[config.mk]
export PLATFORM = sky130hd
export DESIGN_NAME = cs_mir_pipe
export DESIGN_NICKNAME = d
export VERILOG_FILES = /design/src/rtl/cs_mir_pipe.sv
export SDC_FILE = /design/constraint.sdc
export NUM_CORES = 1
export LEC_CHECK = 0
export BUFFER_PORTS_ARGS = -buffer_cell sky130_fd_sc_hd__buf_4
export CAP_MARGIN = 15
export CORE_MARGIN = 8
export CORE_UTILIZATION = 41
export DETAILED_ROUTE_END_ITERATION = 10
export PLACE_DENSITY_LB_ADDON = 0.05
export SYNTH_ARGS = -nofsm -noshare
export SYNTH_HDL_FRONTEND = slang
export SYNTH_SLANG_ARGS = --single-unit
[constraint.sdc]
create_clock -name CS_MIR_CLOCK_50 -period 4.3 [get_ports CS_MIR_CLOCK_50]
set_input_delay 0.43 -clock CS_MIR_CLOCK_50 [delete_from_list [all_inputs] [get_ports CS_MIR_CLOCK_50]]
set_output_delay 0.43 -clock CS_MIR_CLOCK_50 [all_outputs]
set_load 0.05 [all_outputs]
[src/rtl/cs_mir_pipe.sv]
// Microinstruction register: latches control-store words and slices them into datapath control fields.
// Latency: an accepted word reaches the field outputs the following cycle; full rate while unstalled.
// Backpressure: SKID_EN=1 keeps a registered ready that drops only when both entries hold; SKID_EN=0 passes ready through.
module cs_mir_pipe #(
    parameter int REG_W   = 6,
    parameter int ALU_W   = 4,
    parameter int COND_W  = 3,
    parameter int ADDR_W  = 11,
    parameter int SKID_EN = 1,
    parameter int CNT_W   = 16,
    localparam int INSTR_W = 3*REG_W + 5 + ALU_W + COND_W + ADDR_W
) (
    input  logic                CS_MIR_CLOCK_50,
    input  logic                CS_MIR_RESET_InHigh,
    input  logic                CS_MIR_clear_InLow,
    input  logic [INSTR_W-1:0]  CS_MIR_INSTRUCTION_data_InBUS,
    input  logic                CS_MIR_INSTRUCTION_valid_In,
    output logic                CS_MIR_INSTRUCTION_ready_Out,
    input  logic                CS_MIR_ready_In,
    output logic                CS_MIR_valid_Out,
    output logic [REG_W-1:0]    CS_MIR_A_data_OutBUS,
    output logic                CS_MIR_AMUX_data_Out,
    output logic [REG_W-1:0]    CS_MIR_B_data_OutBUS,
    output logic                CS_MIR_BMUX_data_Out,
    output logic [REG_W-1:0]    CS_MIR_C_data_OutBUS,
    output logic                CS_MIR_CMUX_data_Out,
    output logic                CS_MIR_RD_data_Out,
    output logic                CS_MIR_WR_data_Out,
    output logic [ALU_W-1:0]    CS_MIR_ALU_data_OutBUS,
    output logic [COND_W-1:0]   CS_MIR_COND_data_OutBUS,
    output logic [ADDR_W-1:0]   CS_MIR_ADDRESS_data_OutBUS,
    output logic [CNT_W-1:0]    CS_MIR_STALL_count_OutBUS
);

    typedef struct packed {
        logic [REG_W-1:0]  a;
        logic              amux;
        logic [REG_W-1:0]  b;
        logic              bmux;
        logic [REG_W-1:0]  c;
        logic              cmux;
        logic              rd;
        logic              wr;
        logic [ALU_W-1:0]  alu;
        logic [COND_W-1:0] cond;
        logic [ADDR_W-1:0] addr;
    } mir_t;

    typedef enum logic [1:0] {
        ST_EMPTY = 2'd0,
        ST_ONE   = 2'd1,
        ST_FULL  = 2'd2
    } state_t;

    state_t             state;
    logic [INSTR_W-1:0] main_q;
    logic [INSTR_W-1:0] skid_q;
    logic               rdy_q;
    logic [CNT_W-1:0]   stall_q;
    logic               valid;
    logic               ready;
    logic               accept;
    logic               transfer;
    mir_t               mir;

    assign valid    = (state != ST_EMPTY);
    assign ready    = (SKID_EN != 0) ? rdy_q : (~valid | CS_MIR_ready_In);
    assign accept   = CS_MIR_INSTRUCTION_valid_In & ready;
    assign transfer = valid & CS_MIR_ready_In;

    // Without a skid entry, ONE with accept but no transfer cannot occur, so FULL is unreachable.
    always_ff @(posedge CS_MIR_CLOCK_50) begin
        if (CS_MIR_RESET_InHigh) begin
            state   <= ST_EMPTY;
            main_q  <= '0;
            skid_q  <= '0;
            rdy_q   <= 1'b1;
            stall_q <= '0;
        end else if (!CS_MIR_clear_InLow) begin
            state <= ST_EMPTY;
            rdy_q <= 1'b1;
        end else begin
            if (valid && !CS_MIR_ready_In && (stall_q != '1))
                stall_q <= stall_q + 1'b1;
            case (state)
                ST_EMPTY: begin
                    if (accept) begin
                        state  <= ST_ONE;
                        main_q <= CS_MIR_INSTRUCTION_data_InBUS;
                    end
                end
                ST_ONE: begin
                    if (accept && transfer) begin
                        main_q <= CS_MIR_INSTRUCTION_data_InBUS;
                    end else if (accept) begin
                        state  <= ST_FULL;
                        skid_q <= CS_MIR_INSTRUCTION_data_InBUS;
                        rdy_q  <= 1'b0;
                    end else if (transfer) begin
                        state <= ST_EMPTY;
                    end
                end
                ST_FULL: begin
                    if (transfer) begin
                        state  <= ST_ONE;
                        main_q <= skid_q;
                        rdy_q  <= 1'b1;
                    end
                end
                default: begin
                    state <= ST_EMPTY;
                    rdy_q <= 1'b1;
                end
            endcase
        end
    end

    // An empty register presents an all-zero NOP on every field.
    assign mir = valid ? main_q : '0;

    assign CS_MIR_INSTRUCTION_ready_Out = ready;
    assign CS_MIR_valid_Out             = valid;
    assign CS_MIR_A_data_OutBUS         = mir.a;
    assign CS_MIR_AMUX_data_Out         = mir.amux;
    assign CS_MIR_B_data_OutBUS         = mir.b;
    assign CS_MIR_BMUX_data_Out         = mir.bmux;
    assign CS_MIR_C_data_OutBUS         = mir.c;
    assign CS_MIR_CMUX_data_Out         = mir.cmux;
    assign CS_MIR_RD_data_Out           = mir.rd;
    assign CS_MIR_WR_data_Out           = mir.wr;
    assign CS_MIR_ALU_data_OutBUS       = mir.alu;
    assign CS_MIR_COND_data_OutBUS      = mir.cond;
    assign CS_MIR_ADDRESS_data_OutBUS   = mir.addr;
    assign CS_MIR_STALL_count_OutBUS    = stall_q;

endmodule
# After elaboration in Yosys (flattened, before gate mapping)
# Cells that the tools add are included.
# classes
n_addsub,1
n_eq_ne,9
mux,15
n_bitwise,5
reduce_logical,13
# ops
cell,count
two-way mux 41 bit,4
case mux 41 bit (3 select lines),1
adder 16 x 1 -> 16 bit (second input constant),1
inequality test 16 bit (second input constant),1
AND reduction 4 bit,3
two-way mux 2 bit,5
inequality test 2 bit (second input constant),5
case mux 2 bit (3 select lines),1
AND reduction 5 bit,1
logical AND 1 bit,3
two-way mux 1 bit,3
inequality test 3 bit (second input constant),1
NOT 1 bit,3
case mux 1 bit (3 select lines),1
nonzero test 3 bit,1
bitwise AND 1 bit,2
equality test 2 x 1 -> 1 bit (second input constant),1
equality test 2 bit (second input constant),1
zero test 2 bit,1
AND reduction 2 bit,1
nonzero test 2 bit,1
OR reduction 2 bit,1
zero test 1 bit,1
# totals
register_bits,101
input_bits,46
out_inout_bits,59
elab_cells,48

# Longest topological paths before layout
# depth
depth_word,6
depth_mapped,8
ltp_nobuf,6

# Worst setup path after synthesis
# Ideal clock, no wire load.
# synth_path
path_kind,reg2reg
start,register stall_q[11] (netlist: CS_MIR_STALL_count_OutBUS[11])
end,register stall_q[9] (netlist: CS_MIR_STALL_count_OutBUS[9])
setup_ns,0.123
arrival_time_ns,2.018
required_ns,4.177
slack_ns,2.159
path_stages_with_launch,6
n_path_buf,0
period_less_slack_ns,2.141
cell_sequence,dfxtp_1 -> nand4_2 -> nor3_4 -> a21oi_1 -> nand4_1 -> mux2_1
# synth_between
elab_chain_cells,3
# synth_lines
element,line_no,rtl
start: declaration,59,logic [CNT_W-1:0] stall_q;
start signal: assignment,84,stall_q <= stall_q + 1'b1;
inequality test 16 bit,83,if (valid && !CS_MIR_ready_In && (stall_q != '1))
logical AND 1 bit,83,
AND reduction 2 bit (no line),n/a,
# Every way passes these cells.
# A chain may end at the register's enable or synchronous reset.

# Worst setup path after layout
# layout_path
start,register state[1]
end,register main_q[10]
# layout_between
elab_chain_cells,5
elab_cells_between_ends,12
classes_between,eq/ne: 5; mux: 1; bitwise: 1; reduce/logical: 5
# layout_lines
element,line_no,rtl
start: declaration,55,state_t state;
start signal: assignment,74,state <= ST_EMPTY;
start signal: assignment,80,state <= ST_EMPTY;
start signal: assignment,88,state <= ST_ONE;
nonzero test 2 bit,66,assign valid = (state != ST_EMPTY);
bitwise AND 1 bit,69,assign transfer = valid & CS_MIR_ready_In;
logical AND 1 bit,93,if (accept && transfer) begin
inequality test 2 bit (no line),n/a,
AND reduction 5 bit (no line),n/a,
end signal: assignment,89,main_q <= CS_MIR_INSTRUCTION_data_InBUS;
end signal: assignment,94,main_q <= CS_MIR_INSTRUCTION_data_InBUS;
end signal: assignment,106,main_q <= skid_q;
end: declaration,56,logic [INSTR_W-1:0] main_q;
# Parallel ways exist; a longest one is shown, timed or not.

==> results.yml <==
timing:
  maxSlewHeadroom: 0.2824
  clock_skew_ns: 0.01258
  finalCriticalPeriod_ns: 2.403
  final_max_slew_viol_count: 0
  tightest_slew_ns: 1.076
  setup_violations: 0
  setup_tns_ns: 0
  clock.fmax_mhz: 416.1
  setup_ws_ns: 1.897
  rsz0062_at_grt: "no"
  hold_viol: 0
  finalCritPeriodShare: 0.5588
setup_path:
  cp-end-kind: "register"
  path_buf_inv: 2
  crit_fanout: 45
  max_stage_delay_ns: 0.44
  startpoint_type: "register"
  crit_slowest_cell: "a21boi_4"
  crit_chain: "nor2_2 > inv_2 > a2bb2oi_1 > a21boi_4 > buf_4 > nor2_1 > a211oi_1"
  critical_path.top_delay_family: "compound AO/OA/AOI/OAI gates"
  critPathArrivalTime_ns: 2.67
  worstPathRequired_ns: 4.57
  critPathKind: "reg -> reg"
  reg2reg_setup_slack_ns: 1.90
die:
  coreArea_um2: 10790
  initial_core_util: 0.4164
  pin_count: 105
  die_y_um: 120.7
  die_area_um2: 14570
  dieWidth_um: 120.7
  placementRows: 38
synth:
  synth-seq-cells: 101
  synth.cell_area_um2: 4494
  synth_area_leader_cell: "dfxtp_1"
  synthArstFlopShare: 0
  syn_avg_cell_area_um2: 8.626
  post-synth-top-count-cell: "dfxtp_1"
  synth_cells: 521
  netlist_top_cells_area: "dfxtp_1 (45%), mux2i_1 (9.4%), nand2_1 (7.4%), a211oi_1 (7.3%), and2_1 (5.7%)"
  synth-seq-area-share: 0.4499
  synth_cell_types: 41
  synth-main-ff-cell: "dfxtp_1"
  synth_edf_count: 0
  netlist.area_leader.share: 0.4499
  synthesis.nets: 568
  synth_common_cells: "dfxtp_1 (101), nand2_1 (89), nor2_1 (59), a211oi_1 (44), a21oi_1 (43)"
  yosysWarnings: 0
clock_tree:
  cts_hold_buffers: 0
  cts_tree: "yes"
  clockBufferDepth: 2
  cts-resized-gates: 0
  post-cts-setup-buffers: 0
  clock_latency_ns: 0.36
  htree_num_levels: 3
  clock-sinks: 101
  root_buffer: "clkbuf_8"
  clk_pin_slew_ns: 0.10
  cts_buffers: 9
placement:
  dpl.hpwl_mm: 7.270
  routabilityCongestion: 0.7163
  portBuffers: 104
  dp_slack_ns: 1.788
layout:
  nets: 649
  synthToLayoutAreaGrowth_pct: 22.86
  post-route-util: 0.5116
  drive_gt1_frac: 0.2323
  n_antenna_cell: 0
routing:
  drt_iter0_drc: 218
  wl_met1_mm: 5.313
  route.met2.wl_mm: 5.095
  topRoutingLayerUsed: "met4"
  first_pass_iters: 5
  wl_per_cell_um: 14.86
  vias_per_cell: 5.039
  dr_wl_met3_um: 562
  ant_nets: 0
  drc: 0
  num_vias: 3764
  wirelength_mm: 11.10
global_route:
  grt_pass1_vias: 3679
  grt_usage: 0.1544
  gr-total-overflow: 0
  grt_antenna_before_repair: 0
  grt_pass1_wl_mm: 18.55
  grt_max_degree: 101
pwr:
  power_density_nw_per_um2: 324.7
  finalPower_mw: 1.793
  ir_drop_mv: 0.1448
  p_leak_nw: 2.397
outcome:
  outcome: "complete, no violations"
job:
  maxCapViolations: 0
hold_path:
  hp-class: "in -> reg"
-- worst paths after layout --
check	cells past startpoint	start	end
worst max-delay path	7	state[1]	main_q[10]
worst min-delay path	2	CS_MIR_ready_In	state[1]
worst max register to register	7	state[1]	main_q[10]
worst min register to register	2	skid_q[29]	skid_q[29]
-- power breakdown --
group	leakage, nW	switching, mW	internal (mW)
sequential	0.823	0.0160	0.971
clock	0.102	0.342	0.250
combinational	1.47	0.129	0.0843
-- logic make-up (layout without fill, tap and decap cells) --
kind of cell,Yosys count,count (layout),synth area share
mux,43,43,0.09605
compound gates,98,98,0.1428
simple gates,222,222,0.2397
flops,101,101,0.4499
xor+xnor,13,13,0.02533
fa+ha+maj,1,1,0.002784
buf+inv,43,129,0.04343
-- area by class of cell --
type	count	area, um2
Clock buffer	11	151.4
Inverter	4	15.01
Tap cell	140	175.2
Sequential cell	101	2022
Timing Repair Buffer	109	818.3
Fill cell	1054	5271
Multi-Input combinational cell	377	2297
Clock inverter	5	42.54
-- state kept, by name, summed over array words and instances (netlist names) --
signal / flops
CS_MIR_INSTRUCTION_ready_Out: 1
CS_MIR_STALL_count_OutBUS: 16
state: 2
main_q: 41
skid_q: 41
-- per-layer routing --
| metal | GRT usage | vias up |
|---|---|---|
| li1 | - | 1935 |
| met5 | 0 | - |
| met1 | 0.2017 | 1741 |
| met2 | 0.2487 | 80 |
| met3 | 0.03170 | 8 |
| met4 | 0.05152 | 0 |
-- metrics by stage --
step | cells | hold slack [ns] | area (um2)
floorplan | 521 | 0.4357 | 4494
CTS | 747 | 0.2724 | 5522
global route | 747 | 0.2927 | 5522
detailed placement | 731 | 0.4458 | 5328
global placement | 731 | 0.4413 | 5328
finish | 747 | 0.2970 | 5522
-- cells in the final DEF (no fill, tap or decap), drive strengths merged, types with 5 or more instances in the layout --
master  instances
buf           109
dfxtp         101
nand2          89
nor2           60
a211oi         47
a21oi          43
mux2i          42
and2           41
xnor2          13
clkbuf         11
inv             6
nand3           5
Power figures use the tool's default switching activity.
